--- src/rtl/ir_pkg.sv ---
// Shared IR protocol definitions: FSM encodings, command bit positions and nominal timings.
package ir_pkg;

    typedef enum logic [1:0] {
        IDLE    = 2'b00,
        CAR_SEL = 2'b01,
        BITS    = 2'b11
    } ir_state_e;

    localparam int unsigned CMD_RIGHT    = 0;
    localparam int unsigned CMD_LEFT     = 1;
    localparam int unsigned CMD_BACKWARD = 2;
    localparam int unsigned CMD_FORWARD  = 3;

    localparam int unsigned DEF_START_BURST_SIZE      = 88;
    localparam int unsigned DEF_CAR_SELECT_BURST_SIZE = 22;
    localparam int unsigned DEF_GAP_SIZE              = 40;
    localparam int unsigned DEF_ASSERT_BURST_SIZE     = 44;
    localparam int unsigned DEF_DEASSERT_BURST_SIZE   = 22;
    localparam int unsigned DEF_TOLERANCE             = 8;
    localparam int unsigned DEF_COUNTER_WIDTH         = 12;

    // Inclusive window test written without subtraction so small n cannot underflow.
    function automatic logic in_window(input int unsigned run,
                                       input int unsigned n,
                                       input int unsigned tol);
        return ((run + tol) >= n) && (run <= (n + tol));
    endfunction

endpackage

--- src/rtl/ir_receiver_sm_if.sv ---
// IR receiver pin-side and command-side signal bundle.
interface ir_receiver_sm_if;
    logic       IR_IN;
    logic [3:0] COMMAND;
    logic       PACKET_VALID;
    logic       PACKET_ERR;

    modport master (input IR_IN, output COMMAND, PACKET_VALID, PACKET_ERR);
    modport slave  (output IR_IN, input COMMAND, PACKET_VALID, PACKET_ERR);
endinterface

--- src/rtl/ir_run_length.sv ---
// Synchronises the IR envelope, detects edges and measures the current run length.
module ir_run_length #(
    parameter int unsigned COUNTER_WIDTH = 12
) (
    input  logic                     CLK,
    input  logic                     RESET,
    input  logic                     i_ir,
    output logic                     o_rise_c,
    output logic                     o_fall_c,
    output logic                     o_ir_d,
    output logic [COUNTER_WIDTH-1:0] o_run
);

    logic                     r_sync1;
    logic                     r_ir_s;
    logic                     r_ir_d;
    logic [COUNTER_WIDTH-1:0] r_run;

    // The edge cycle itself is the first cycle of the new run, so the count restarts at 1.
    always_ff @(posedge CLK) begin
        if (RESET) begin
            r_sync1 <= 1'b0;
            r_ir_s  <= 1'b0;
            r_ir_d  <= 1'b0;
            r_run   <= '0;
        end else begin
            r_sync1 <= i_ir;
            r_ir_s  <= r_sync1;
            r_ir_d  <= r_ir_s;
            if (r_ir_s != r_ir_d)
                r_run <= COUNTER_WIDTH'(1);
            else if (r_run != '1)
                r_run <= r_run + COUNTER_WIDTH'(1);
        end
    end

    assign o_rise_c = r_ir_s & ~r_ir_d;
    assign o_fall_c = ~r_ir_s & r_ir_d;
    assign o_ir_d   = r_ir_d;
    assign o_run    = r_run;

endmodule

--- src/rtl/ir_receiver_sm.sv ---
// IR command receiver: classifies burst/gap lengths and assembles a 4-bit command.
module ir_receiver_sm
    import ir_pkg::*;
#(
    parameter int unsigned START_BURST_SIZE      = DEF_START_BURST_SIZE,
    parameter int unsigned CAR_SELECT_BURST_SIZE = DEF_CAR_SELECT_BURST_SIZE,
    parameter int unsigned GAP_SIZE              = DEF_GAP_SIZE,
    parameter int unsigned ASSERT_BURST_SIZE     = DEF_ASSERT_BURST_SIZE,
    parameter int unsigned DEASSERT_BURST_SIZE   = DEF_DEASSERT_BURST_SIZE,
    parameter int unsigned TOLERANCE             = DEF_TOLERANCE,
    parameter int unsigned COUNTER_WIDTH         = DEF_COUNTER_WIDTH
) (
    input  logic             CLK,
    input  logic             RESET,
    ir_receiver_sm_if.master bus
);

    localparam int unsigned TIMEOUT_RUN = GAP_SIZE + TOLERANCE + 1;

    logic                     w_rise;
    logic                     w_fall;
    logic                     w_ir_d;
    logic [COUNTER_WIDTH-1:0] w_run;

    ir_run_length #(.COUNTER_WIDTH(COUNTER_WIDTH)) u_run_length (
        .CLK      (CLK),
        .RESET    (RESET),
        .i_ir     (bus.IR_IN),
        .o_rise_c (w_rise),
        .o_fall_c (w_fall),
        .o_ir_d   (w_ir_d),
        .o_run    (w_run)
    );

    ir_state_e r_state, w_state_nx;
    logic [1:0] r_idx, w_idx_nx;
    logic [3:0] r_shift, w_shift_nx;
    logic [3:0] r_command, w_command_nx;
    logic       r_valid, w_valid_nx;
    logic       r_err, w_err_nx;

    int unsigned w_run32;
    logic        w_timeout;
    logic        w_gap_short;
    logic        w_bit_one;
    logic        w_bit_zero;

    assign w_run32     = 32'(w_run);
    assign w_timeout   = ~w_ir_d && (w_run32 >= TIMEOUT_RUN);
    assign w_gap_short = w_rise && ((w_run32 + TOLERANCE) < GAP_SIZE);
    assign w_bit_one   = in_window(w_run32, ASSERT_BURST_SIZE, TOLERANCE);
    assign w_bit_zero  = in_window(w_run32, DEASSERT_BURST_SIZE, TOLERANCE);

    always_ff @(posedge CLK) begin
        if (RESET) begin
            r_state   <= IDLE;
            r_idx     <= '0;
            r_shift   <= '0;
            r_command <= '0;
            r_valid   <= 1'b0;
            r_err     <= 1'b0;
        end else begin
            r_state   <= w_state_nx;
            r_idx     <= w_idx_nx;
            r_shift   <= w_shift_nx;
            r_command <= w_command_nx;
            r_valid   <= w_valid_nx;
            r_err     <= w_err_nx;
        end
    end

    // Gap timeout and short-gap checks share priority ahead of burst classification.
    always_comb begin
        w_state_nx   = r_state;
        w_idx_nx     = r_idx;
        w_shift_nx   = r_shift;
        w_command_nx = r_command;
        w_valid_nx   = 1'b0;
        w_err_nx     = 1'b0;
        case (r_state)
            IDLE: begin
                w_idx_nx   = '0;
                w_shift_nx = '0;
                if (w_fall && in_window(w_run32, START_BURST_SIZE, TOLERANCE))
                    w_state_nx = CAR_SEL;
            end
            CAR_SEL: begin
                if (w_timeout || w_gap_short) begin
                    w_err_nx   = 1'b1;
                    w_state_nx = IDLE;
                end else if (w_fall) begin
                    if (in_window(w_run32, CAR_SELECT_BURST_SIZE, TOLERANCE)) begin
                        w_state_nx = BITS;
                        w_idx_nx   = '0;
                        w_shift_nx = '0;
                    end else begin
                        w_err_nx   = 1'b1;
                        w_state_nx = IDLE;
                    end
                end
            end
            BITS: begin
                if (w_timeout || w_gap_short) begin
                    w_err_nx   = 1'b1;
                    w_state_nx = IDLE;
                end else if (w_fall) begin
                    if (w_bit_one || w_bit_zero) begin
                        w_shift_nx[r_idx] = w_bit_one;
                        w_idx_nx          = r_idx + 2'd1;
                        if (r_idx == 2'd3) begin
                            w_command_nx = w_shift_nx;
                            w_valid_nx   = 1'b1;
                            w_state_nx   = IDLE;
                        end
                    end else begin
                        w_err_nx   = 1'b1;
                        w_state_nx = IDLE;
                    end
                end
            end
            default: w_state_nx = IDLE;
        endcase
    end

    assign bus.COMMAND      = r_command;
    assign bus.PACKET_VALID = r_valid;
    assign bus.PACKET_ERR   = r_err;

endmodule

--- src/flat_wrapper.sv ---
// flat-port wrapper written by rule: the top's interface ports become plain ports
module ir_receiver_sm_flat import ir_pkg::*;
#(
    parameter int unsigned START_BURST_SIZE      = DEF_START_BURST_SIZE,
    parameter int unsigned CAR_SELECT_BURST_SIZE = DEF_CAR_SELECT_BURST_SIZE,
    parameter int unsigned GAP_SIZE              = DEF_GAP_SIZE,
    parameter int unsigned ASSERT_BURST_SIZE     = DEF_ASSERT_BURST_SIZE,
    parameter int unsigned DEASSERT_BURST_SIZE   = DEF_DEASSERT_BURST_SIZE,
    parameter int unsigned TOLERANCE             = DEF_TOLERANCE,
    parameter int unsigned COUNTER_WIDTH         = DEF_COUNTER_WIDTH
)
  (CLK, RESET, bus_IR_IN, bus_COMMAND, bus_PACKET_VALID, bus_PACKET_ERR);
  ir_receiver_sm_if bus_i ();
  input  logic CLK;
  input  logic RESET;
  input wire logic [$bits(bus_i.IR_IN)-1:0] bus_IR_IN;
  output wire logic [$bits(bus_i.COMMAND)-1:0] bus_COMMAND;
  output wire logic [$bits(bus_i.PACKET_VALID)-1:0] bus_PACKET_VALID;
  output wire logic [$bits(bus_i.PACKET_ERR)-1:0] bus_PACKET_ERR;
  assign bus_i.IR_IN = bus_IR_IN;
  assign bus_COMMAND = bus_i.COMMAND;
  assign bus_PACKET_VALID = bus_i.PACKET_VALID;
  assign bus_PACKET_ERR = bus_i.PACKET_ERR;
  ir_receiver_sm #(.START_BURST_SIZE(START_BURST_SIZE), .CAR_SELECT_BURST_SIZE(CAR_SELECT_BURST_SIZE), .GAP_SIZE(GAP_SIZE), .ASSERT_BURST_SIZE(ASSERT_BURST_SIZE), .DEASSERT_BURST_SIZE(DEASSERT_BURST_SIZE), .TOLERANCE(TOLERANCE), .COUNTER_WIDTH(COUNTER_WIDTH)) u_core (.CLK(CLK), .RESET(RESET), .bus(bus_i));
endmodule
--- config.mk ---
export PLATFORM = sky130hd
export DESIGN_NAME = ir_receiver_sm_flat
export DESIGN_NICKNAME = d
export VERILOG_FILES = /design/src/rtl/ir_pkg.sv /design/src/rtl/ir_receiver_sm_if.sv /design/src/rtl/ir_run_length.sv /design/src/rtl/ir_receiver_sm.sv /design/src/flat_wrapper.sv
export SDC_FILE = /design/constraint.sdc
export NUM_CORES = 1
export LEC_CHECK = 0
export ABC_AREA = 1
export CORE_UTILIZATION = 54
export CTS_CLUSTER_DIAMETER = 100
export CTS_CLUSTER_SIZE = 20
export DETAILED_ROUTE_END_ITERATION = 16
export HOLD_SLACK_MARGIN = 0.08
export PLACE_DENSITY = 0.77
export SLEW_MARGIN = 20
export SYNTH_ARGS = -nofsm -noshare
export SYNTH_HDL_FRONTEND = slang
export SYNTH_SLANG_ARGS = --single-unit
--- constraint.sdc ---
create_clock -name CLK -period 2.28 [get_ports CLK]
set_clock_uncertainty 0.05 [all_clocks]
set_input_delay 0.684 -clock CLK [delete_from_list [all_inputs] [get_ports CLK]]
set_output_delay 0.684 -clock CLK [all_outputs]
set_load 0.02 [all_outputs]
==> run summary, run 1 <==
PLACEMENT
---------------------------------------------------------------------------------
GPL Wtd Cong                                                                0.942
Dpl ws                                                                   0.162 ns
Port-buffer cells                                                               8
DPL Wire Length                                                           3160 um

LOGIC SYNTHESIS
---------------------------------------------------------------------------------
Post-synth cell types                                                          38
Ys async rst share                                                             0%
Flop and latch count out of synthesis                                          29
Avg Synthesized Cell Area                                               6.94 um^2
Prevailing post-synth register cell                                  sky130_fd_sc_hd__dfxtp_1
Net Count, Synth                                                              306
Area share of the leading cell type in the synthesized netlist              28.8%
Syn Std Cell Area                                                       2010 um^2
Leading area contributor after synthesis                             sky130_fd_sc_hd__dfxtp_1
Total of warnings raised by yosys                                               0
Number of enable-type register cells in the synthesized netlist                 0
Cells after Synth                                                             290
Most instantiated cells after synthesis                              61 x sky130_fd_sc_hd__nand2_1, 41 x sky130_fd_sc_hd__nor2_1, 34 x sky130_fd_sc_hd__inv_1, 29 x sky130_fd_sc_hd__dfxtp_1, 16 x sky130_fd_sc_hd__nand3_1
Post-synthesis sequential area ratio                                        28.8%
Cell with the most instances after synthesis                         sky130_fd_sc_hd__nand2_1
Area contributors post-synth                                         sky130_fd_sc_hd__dfxtp_1 29%, sky130_fd_sc_hd__nand2_1 11%, sky130_fd_sc_hd__ha_1 8.1%, sky130_fd_sc_hd__nor2_1 7.6%, sky130_fd_sc_hd__inv_1 6.3%

CRITICAL PATH
---------------------------------------------------------------------------------
Slowest cell on the critical path                                    sky130_fd_sc_hd__dfxtp_1
Worst setup path endpoint                                            u_core.bus.COMMAND[0]
Largest delay share family, worst path                               simple AND/OR/NAND/NOR gates
Crit path cell chain                                                 inv_2 > ha_1 > inv_1 > a21oi_1 > or2_2 > nand3_1 > nor2_1 > nand2_2 > nand2_4 > nand2_4 > nand3_4 > or2_1 > a21oi_2
CP Class                                                             flop to flop
CP required                                                               2.46 ns
Worst setup SP type                                                          flop
Worst R2R Setup Slack                                                     0.15 ns
End of the worst register-to-register path                           u_core.bus.COMMAND[0]
Critical Path Fanout Max                                                        9
Start point of the critical path                                     u_core.u_run_length.o_run[3]
Top cell by count, worst path                                        sky130_fd_sc_hd__nand2_4
Peak per-stage delay on the critical path                                 0.38 ns
Bufs and invs on worst path                                                     2
Launch point of the worst reg-to-reg path                            u_core.u_run_length.o_run[3]
Type of destination of the critical path                                     flop
Number of logic stages on the critical path including buffering                13
CP arrival                                                                2.30 ns
Cell count of the worst reg-to-reg path                                        13

CTS
---------------------------------------------------------------------------------
Buffer count from post-CTS setup fixing                                         0
Cell at the root of the clock tree                                   sky130_fd_sc_hd__clkbuf_8
CTS sink cnt                                                                   29
Clock tree buffer depth                                                         2
Clock-pin slew on the worst setup and hold paths                          0.06 ns
Cells resized by post-CTS repair                                                0
TritonCTS clock tree                                                        built
CTS hold repair buffers                                                         0
Htree depth                                                                     2
Source-to-sink clock delay at the later pin of the worst-skew pair        0.28 ns
TritonCTS Buffers                                                               5

GLOBAL ROUTE
---------------------------------------------------------------------------------
Met1 Resource Use GR                                                        31.8%
Global routing's busiest layer                                               met2
Vias in the first global route                                               1642
Largest net degree at the start of global routing                              12
First-pass GRT wire length                                                7140 um
Global-route congestion overflow total                                          0
GR met2 Demand/Resource                                                     33.1%
Initial antenna violation count                                                 0
Tot GR Track Use                                                            22.8%
Met3 Use GR                                                                 6.52%

STA
---------------------------------------------------------------------------------
Setup slack of the critical path after layout                            0.155 ns
Slew @ Worst Pin                                                         0.419 ns
Final setup violation count                                                     0
RSZ-0062 raised after global routing                                           no
Minimum clock period after layout                                         2.13 ns
Final hold violations                                                           0
Highest achievable clock rate                                           0.471 GHz
Post-route clock period utilization                                         93.2%
Post-Route Setup TNS                                                         0 ns
Number of max-slew violations in the final report                               0
Worst slew slack as a fraction of its limit                                 72.0%

JOB
---------------------------------------------------------------------------------
Maxcap violations                                                               0

DIE
---------------------------------------------------------------------------------
Die span in x                                                             63.1 um
Die area                                                                3980 um^2
Initial core utilization                                                    58.5%
Number of rows in the core area                                                21
Core Region                                                             3440 um^2
Number of top-level pins                                                        9
DIE HEIGHT                                                                63.1 um

HOLD PATH
---------------------------------------------------------------------------------
Worst hold path depth                                                           2
HP Class                                                             flop to flop
Min-Delay Startpoint                                                 u_core.u_run_length.r_sync1

DRT
---------------------------------------------------------------------------------
1st-iter DRT viols                                                            192
Wire length per cell                                                      11.2 um
Number of nets with antenna violations after routing                            0
Initial DRT Pass Iterations                                                     4
Total Wirelength                                                          3950 um
Via count                                                                    1803
Vias per std cell                                                            5.09
Residual DRC                                                                    0

FINAL LAYOUT
---------------------------------------------------------------------------------
Net total in the final layout                                                 323
Layout cells sized above 1                                                  19.8%
Antenna cell count                                                              0
Reg area                                                                 583 um^2
Multi-input gate area                                                   1270 um^2
Share of the core filled with cells                                         66.8%
FILL cells                                                                    295
Layout area overhead                                                        14.2%

PWR
---------------------------------------------------------------------------------
Power density cells                                                   793 nW/um^2
Final Power                                                               1.82 mW
Largest vdd supply drop                                                  0.650 mV
Static leakage                                                            1.07 nW

OUTCOME
---------------------------------------------------------------------------------
Outcome                                                                 completed

==> worst min-delay path, delay by kind of cell, from the launching register on <==
kind | cells | cell delay [ns]
flip-flops | 1 | 0.30
buffers and inverters | 1 | 0.04
AND/OR/NAND/NOR | 1 | 0.03
==> kinds of logic after synthesis <==
group	after synthesis	share of synthesized area [%]
adder cells (fa/ha/maj)	13	8.08
XOR/XNOR	5	2.55
flip-flops	29	28.8
buffers and inverters	42	8.39
AND/OR/NAND/NOR	164	41.3
AO/OA/AOI/OAI	37	10.9
==> per-layer routing <==
metal	share of wire (%)	wire (um)	up-vias
met4	1.2	49	0
met3	5.7	227	6
met2	41	1620	51
met1	52	2050	789
li1	-	-	957
met5	0	0	-
==> how the worst min path moves through the flow <==
stage	end	slack, ns
after floorplan	u_core.u_run_length.r_ir_s	0.34
after global routing	u_core.u_run_length.r_ir_s	0.40
after CTS	u_core.u_run_length.r_ir_s	0.37
final	u_core.u_run_length.r_ir_s	0.36
after global placement	u_core.u_run_length.r_ir_s	0.34
after detailed placement	u_core.u_run_length.r_ir_s	0.36
==> where the power goes <==
group | leakage (nW) | switching, mW | total, mW | internal (mW)
sequential | 0.237 | 0.0658 | 0.646 | 0.580
clock | 0.0574 | 0.202 | 0.557 | 0.355
combinational | 0.780 | 0.373 | 0.621 | 0.248
==> sequential cells by signal (all words and copies together), names as in the netlist <==
| signal | cells |
|---|---|
| u_core.u_run_length.r_ir_s | 1 |
| u_core.bus.PACKET_VALID | 1 |
| u_core.u_run_length.o_ir_d | 1 |
| u_core.r_shift | 4 |
| u_core.r_state | 2 |
| u_core.bus.COMMAND | 4 |
| u_core.u_run_length.o_run | 12 |
| u_core.u_run_length.r_sync1 | 1 |
| u_core.r_idx | 2 |
| u_core.bus.PACKET_ERR | 1 |
==> stage by stage <==
step	std cells	instance area (um^2)	hold WS [ns]
2_1_floorplan	290	2010	0.338
3_3_place_gp	346	2170	0.340
3_5_place_dp	346	2170	0.357
4_1_cts	354	2290	0.369
5_1_grt	354	2300	0.401
6_report	354	2300	0.365
==> final cells by class <==
cell class	instances	area share, %
sequential	29	25.4
multi-input combinational	219	55.1
clock inverter	2	1.63
inverter	38	6.42
timing repair buffer	14	5.44
clock buffer	6	3.59
tap	46	2.50
==> cells in the final DEF, fill, tap and decap left out, drive strengths merged <==
cell           count
clkdlybuf4s50      8
a21boi             1
dfxtp             29
buf                6
bufinv             1
o22ai              1
a21oi             16
a21o               2
nand3b             1
clkinvlp           1
a221oi             1
inv               38
or2                6
clkbuf             6
nor2              53
nand2             75
o211ai             2
a31oi              2
xor2               5
nor3               5
ha                13
nand4              2
o31ai              1
nor4               1
a211oi             1
nand3             21
o21ai             10
(Power assumes the default switching activity.)
==> run 2: changes to the inputs <==
--- a/config.mk
+++ b/config.mk
@@ -12,6 +12,7 @@
 export DETAILED_ROUTE_END_ITERATION = 16
 export HOLD_SLACK_MARGIN = 0.08
 export PLACE_DENSITY = 0.77
+export REMOVE_ABC_BUFFERS = 1
 export SLEW_MARGIN = 20
 export SYNTH_ARGS = -nofsm -noshare
 export SYNTH_HDL_FRONTEND = slang
==> run summary, run 2 (synthesis results as in run 1) <==
STA
---------------------------------------------------------------------------------
Final hold violations                                                           0
Post-route clock period utilization                                         93.3%
Minimum clock period after layout                                         2.13 ns
Setup slack of the critical path after layout                            0.153 ns
Worst hold slack                                                         0.356 ns
Slew @ Worst Pin                                                         0.454 ns
Worst slew slack as a fraction of its limit                                 69.7%
Number of max-slew violations in the final report                               0
Final setup violation count                                                     0
Highest achievable clock rate                                           0.470 GHz

DIE
---------------------------------------------------------------------------------
Core Region                                                             3440 um^2
Die span in x                                                             63.1 um
DIE HEIGHT                                                                63.1 um
Number of top-level pins                                                        9
Initial core utilization                                                    58.5%
Die area                                                                3980 um^2
Number of rows in the core area                                                21

FINAL LAYOUT
---------------------------------------------------------------------------------
Net total in the final layout                                                 324
Non-filler instance count after layout                                        355
Layout area overhead                                                        15.5%
Antenna cell count                                                              0
Flip-flop count of the largest register after layout                           12
FILL cells                                                                    308
Fin area                                                                2330 um^2
Layout cells sized above 1                                                  21.0%
Most used cells in the layout excluding fill and tap cells           61 x sky130_fd_sc_hd__nand2_1, 41 x sky130_fd_sc_hd__nor2_1, 34 x sky130_fd_sc_hd__inv_1, 26 x sky130_fd_sc_hd__dfxtp_1, 16 x sky130_fd_sc_hd__nand3_1
Most common library cell in the layout ignoring fill and taps        sky130_fd_sc_hd__nand2_1

CTS
---------------------------------------------------------------------------------
Htree depth                                                                     2
Clock tree buffer depth                                                         2
CTS sink cnt                                                                   29
TritonCTS clock tree                                                        built
Buffer count from post-CTS setup fixing                                         0
Clock-pin slew on the worst setup and hold paths                          0.06 ns
Source-to-sink clock delay at the later pin of the worst-skew pair        0.29 ns
Cell at the root of the clock tree                                   sky130_fd_sc_hd__clkbuf_8
TritonCTS Buffers                                                               5
CTS hold repair buffers                                                         0

CRITICAL PATH
---------------------------------------------------------------------------------
Bufs and invs on worst path                                                     2
CP Class                                                             flop to flop
Peak per-stage delay on the critical path                                 0.38 ns
Worst R2R Setup Slack                                                     0.15 ns
Slowest cell on the critical path                                    sky130_fd_sc_hd__dfxtp_2
Largest delay share family, worst path                               simple AND/OR/NAND/NOR gates
Worst setup SP type                                                          flop
CP required                                                               2.46 ns
Type of destination of the critical path                                     flop
Top cell by count, worst path                                        sky130_fd_sc_hd__nand2_1
CP arrival                                                                2.30 ns
Critical Path Fanout Max                                                        6
Crit path cell chain                                                 ha_2 > buf_4 > xor2_4 > nand2_1 > o21ai_1 > nor2_1 > nand2_1 > nand2_2 > nand2_1 > nand2_4 > nor2_8 > nand2_4 > inv_4 > nor2_2 > nor2_1

OUTCOME
---------------------------------------------------------------------------------
Outcome                                                                 completed

DRT
---------------------------------------------------------------------------------
Vias per std cell                                                            5.18
Via count                                                                    1840
1st-iter DRT viols                                                            144
Total Wirelength                                                          4340 um
Number of nets with antenna violations after routing                            0
Residual DRC                                                                    0
Wire length per cell                                                      12.2 um
Initial DRT Pass Iterations                                                     4

GLOBAL ROUTE
---------------------------------------------------------------------------------
Tot GR Track Use                                                            25.3%
First-pass GRT wire length                                                7750 um
Vias in the first global route                                               1699
Global-route congestion overflow total                                          0
Largest net degree at the start of global routing                              12
Initial antenna violation count                                                 0

PLACEMENT
---------------------------------------------------------------------------------
DP Cell Count                                                                 347
Area post-placement                                                     2180 um^2
Port-buffer cells                                                               8
Dpl ws                                                                   0.101 ns
GPL Wtd Cong                                                                0.941
DPL Wire Length                                                           3390 um

HOLD PATH
---------------------------------------------------------------------------------
HP Class                                                             flop to flop

JOB
---------------------------------------------------------------------------------
Maxcap violations                                                               0

PWR
---------------------------------------------------------------------------------
Power density cells                                                   754 nW/um^2
Static leakage                                                            1.08 nW
Largest vdd supply drop                                                  0.596 mV

run 2: layout make-up:
cell class	count	area (um^2)	share of cell area, %
multi-input cells	219	1300	56.0
flip-flops and latches	29	584	25.1
inverters	38	148	6.35
repair buffers	15	133	5.70
clock buffers	7	96.3	4.14
well taps	46	57.6	2.47
clock inverters	1	5.00	0.215
run 2: stage by stage:
step           utilization (%)  total power [mW]  TNS (ns)
2_1_floorplan                -              1.16         0
3_3_place_gp              63.4              1.27         0
3_5_place_dp              63.4              1.28         0
4_1_cts                   66.3              1.76         0
5_1_grt                   67.6              1.89  -0.00372
6_report                  67.6              1.75         0
run 2: report_power, final:
| part | switching, mW | internal, mW | total (mW) |
|---|---|---|---|
| sequential | 0.0661 | 0.580 | 0.646 |
| combinational | 0.385 | 0.248 | 0.633 |
| clock | 0.202 | 0.272 | 0.475 |
| total | 0.653 | 1.10 | 1.75 |
run 2: worst reg2reg max path, stage by stage (launching register included):
cell                      delay, ns
sky130_fd_sc_hd__dfxtp_2       0.38
sky130_fd_sc_hd__ha_2          0.22
sky130_fd_sc_hd__buf_4         0.15
sky130_fd_sc_hd__xor2_4        0.17
sky130_fd_sc_hd__nand2_1       0.10
sky130_fd_sc_hd__o21ai_1       0.16
sky130_fd_sc_hd__nor2_1        0.07
sky130_fd_sc_hd__nand2_1       0.07
sky130_fd_sc_hd__nand2_2       0.07
sky130_fd_sc_hd__nand2_1       0.12
sky130_fd_sc_hd__nand2_4       0.07
sky130_fd_sc_hd__nor2_8        0.13
sky130_fd_sc_hd__nand2_4       0.08
sky130_fd_sc_hd__inv_4         0.09
sky130_fd_sc_hd__nor2_2        0.04
sky130_fd_sc_hd__nor2_1        0.08
run 2: final timing paths:
kind / cells after the start / from / end
max: 15 / u_core.u_run_length.o_run[4] / u_core.r_idx[0]
min: 2 / u_core.u_run_length.r_sync1 / u_core.u_run_length.r_ir_s
max reg2reg: 15 / u_core.u_run_length.o_run[4] / u_core.r_idx[0]
min reg2reg: 2 / u_core.u_run_length.r_sync1 / u_core.u_run_length.r_ir_s
run 2: what timing repair did:
action                     4_1_cts  5_1_grt
setup endpoints to repair        0       12
resized for setup                0       10
hold endpoints to repair         0        0
run 2: layer usage:
layer	global-route usage (%)	part of all wire, %
met1	34.8	51
met2	36.8	42
met3	6.52	4.8
met4	11.0	1.9
met5	0	0
==> variant: new RTL, settings of run 1 <==
`DEF_COUNTER_WIDTH`: 12 -> 24.
--- a/src/rtl/ir_pkg.sv
+++ b/src/rtl/ir_pkg.sv
@@ -18,7 +18,7 @@
     localparam int unsigned DEF_ASSERT_BURST_SIZE     = 44;
     localparam int unsigned DEF_DEASSERT_BURST_SIZE   = 22;
     localparam int unsigned DEF_TOLERANCE             = 8;
-    localparam int unsigned DEF_COUNTER_WIDTH         = 12;
+    localparam int unsigned DEF_COUNTER_WIDTH         = 24;
 
     // Inclusive window test written without subtraction so small n cannot underflow.
     function automatic logic in_window(input int unsigned run,
Check against the original RTL: no difference found for any inputs over 10 cycles, from zero or initial values and one cycle with RESET high; that may be too few to reach the edited logic, so the function may still have changed.
==> variant against run 1 <==
- the run now ends with negative setup slack left
- synthesized area is 60% higher
- first-iteration DRC count grew to 2.9 times the old value
- routed wire length grew to 3.2 times the old value
- via count is 130% higher
- cell area is 100% higher
- worst setup slack worse by 0.63 ns
- sequential cell count is 12 higher
- total power is 25% higher
- critical endpoint is now u_core.r_state[1]$_SDFFE_PP0P_
- largest cell class unchanged
- largest power group unchanged
==> variant: results (changes against run 1) <==
metric,value,unit,change
outcome,finished with violations,,"was finished, final reports clean"
violations,negative setup slack,,
ys.warnings.count,0,,unchanged
crit_arrival,2.95,ns,was 2.30 ns
synthCells,502,,was 290
dpl.cell_count,640,,was 346
vias,4219,,was 1803
cp_max_fo,5,,was 9
largest_reg_flops,24,,was 12
dp.final_hpwl,6.88,mm,was 3.16 mm
antenna_cells,0,,unchanged
yosys-top-cells-area,"dfxtp_1, nand2_1, nand3_1",,"was dfxtp_1, nand2_1, ha_1"
clk_latency,0.30,ns,was 0.28 ns
timing.final.ws_setup,-0.473,ns,was 0.155 ns
first_global_vias,3566,,was 1642
place.gp.congestion,0.953,,was 0.942
drive_above_1_share,41.1,%,was 19.8%
timing.slew.headroom,62.1,%,was 72.0%
power_leakage,2.17,nW,was 1.07 nW
crit_path_start,u_core.u_run_length.o_run[4]$_SDFFE_PP0P_,,was u_core.u_run_length.o_run[3]$_SDFFE_PP0P_
fin_nets,621,,was 323
max-vdd-ir-drop,0.453,mV,was 0.650 mV
first_pass_iters,5,,was 4
grt_pass1_wl,16.6,mm,was 7.14 mm
setup_viol,16,,was 0
power_switching_share,38.7,%,was 35.2%
final_cell_count_no_fill,676,,was 354
synthDistinctLibCells,37,,was 38
slowest_stage,dfxtp_4,,was dfxtp_1
dpl_cell_area,0.00385,sq mm,was 0.00217 sq mm
clkTransAtPathRegs,0.09,ns,was 0.06 ns
wl,12.5,mm,was 3.95 mm
grt_usage,33.9,%,was 22.8%
fillers,284,,was 295
hold_start,u_core.u_run_length.r_sync1$_SDFF_PP0_,,unchanged
mappedNetlistNets,519,,was 306
## variant: cells by family after synthesis
group           Yosys count  synth area share [%]
fa+ha+maj                14                  5.43
xor+xnor                  9                  2.44
buf+inv                  70                  8.77
compound gates           63                  11.3
simple gates            305                  46.6
flops                    41                  25.4
## variant: what timing repair did
item / CTS / global route
endpoints found under the setup margin: 21 / 30
resized for setup: 57 / 69
cloned: 0 / 0
setup buffers: 15 / 16
pin swaps: 27 / 51
## variant: final cells by class
class	count	area, sq um	area share (%)
clock inverters	2	35.0	0.757
well taps	72	90.1	1.95
clock buffers	5	68.8	1.49
flip-flops and latches	41	845	18.3
multi-input cells	391	2510	54.2
inverters	60	235	5.08
repair buffers	105	846	18.3
## variant: worst paths after layout
| kind | to | slack (ns) | cells after the start |
|---|---|---|---|
| worst min-delay path | u_core.u_run_length.r_ir_s$_SDFF_PP0_ | 0.36 | 2 |
| worst min register to register | u_core.u_run_length.r_ir_s$_SDFF_PP0_ | 0.36 | 2 |
| worst max-delay path | u_core.r_state[1]$_SDFFE_PP0P_ | -0.47 | 20 |
| worst max register to register | u_core.r_state[1]$_SDFFE_PP0P_ | -0.47 | 20 |
## variant: metrics by stage
stage | utilization [%] | setup slack, ns
floorplan | - | 0.0174
global route | 82.0 | -0.613
CTS | 75.8 | -0.108
finish | 82.0 | -0.473
global placement | 68.3 | -0.128
detailed placement | 68.3 | -0.258
## variant: layer usage
| layer | track usage, % | up-vias | part of all wire (%) |
|---|---|---|---|
| li1 | - | 1840 | - |
| met1 | 41.2 | 1905 | 37 |
| met2 | 55.3 | 351 | 45 |
| met3 | 5.98 | 123 | 10 |
| met4 | 20.9 | 0 | 7.8 |
| met5 | 0 | - | 0 |
## variant: power groups by stage
stage	Sequential, mW	Combinational (mW)	Clock [mW]
floorplan	0.850	0.521	0
global route	0.876	0.856	0.618
finish	0.871	0.797	0.604
CTS	0.858	0.684	0.591
global placement	0.867	0.607	0
detailed placement	0.868	0.631	0
## variant: tightest hold or removal path, delay by kind of cell (launching register included)
kind                   cells  cell delay, ns
buffers and inverters      1            0.04
flip-flops                 1            0.30
AND/OR/NAND/NOR            1            0.03
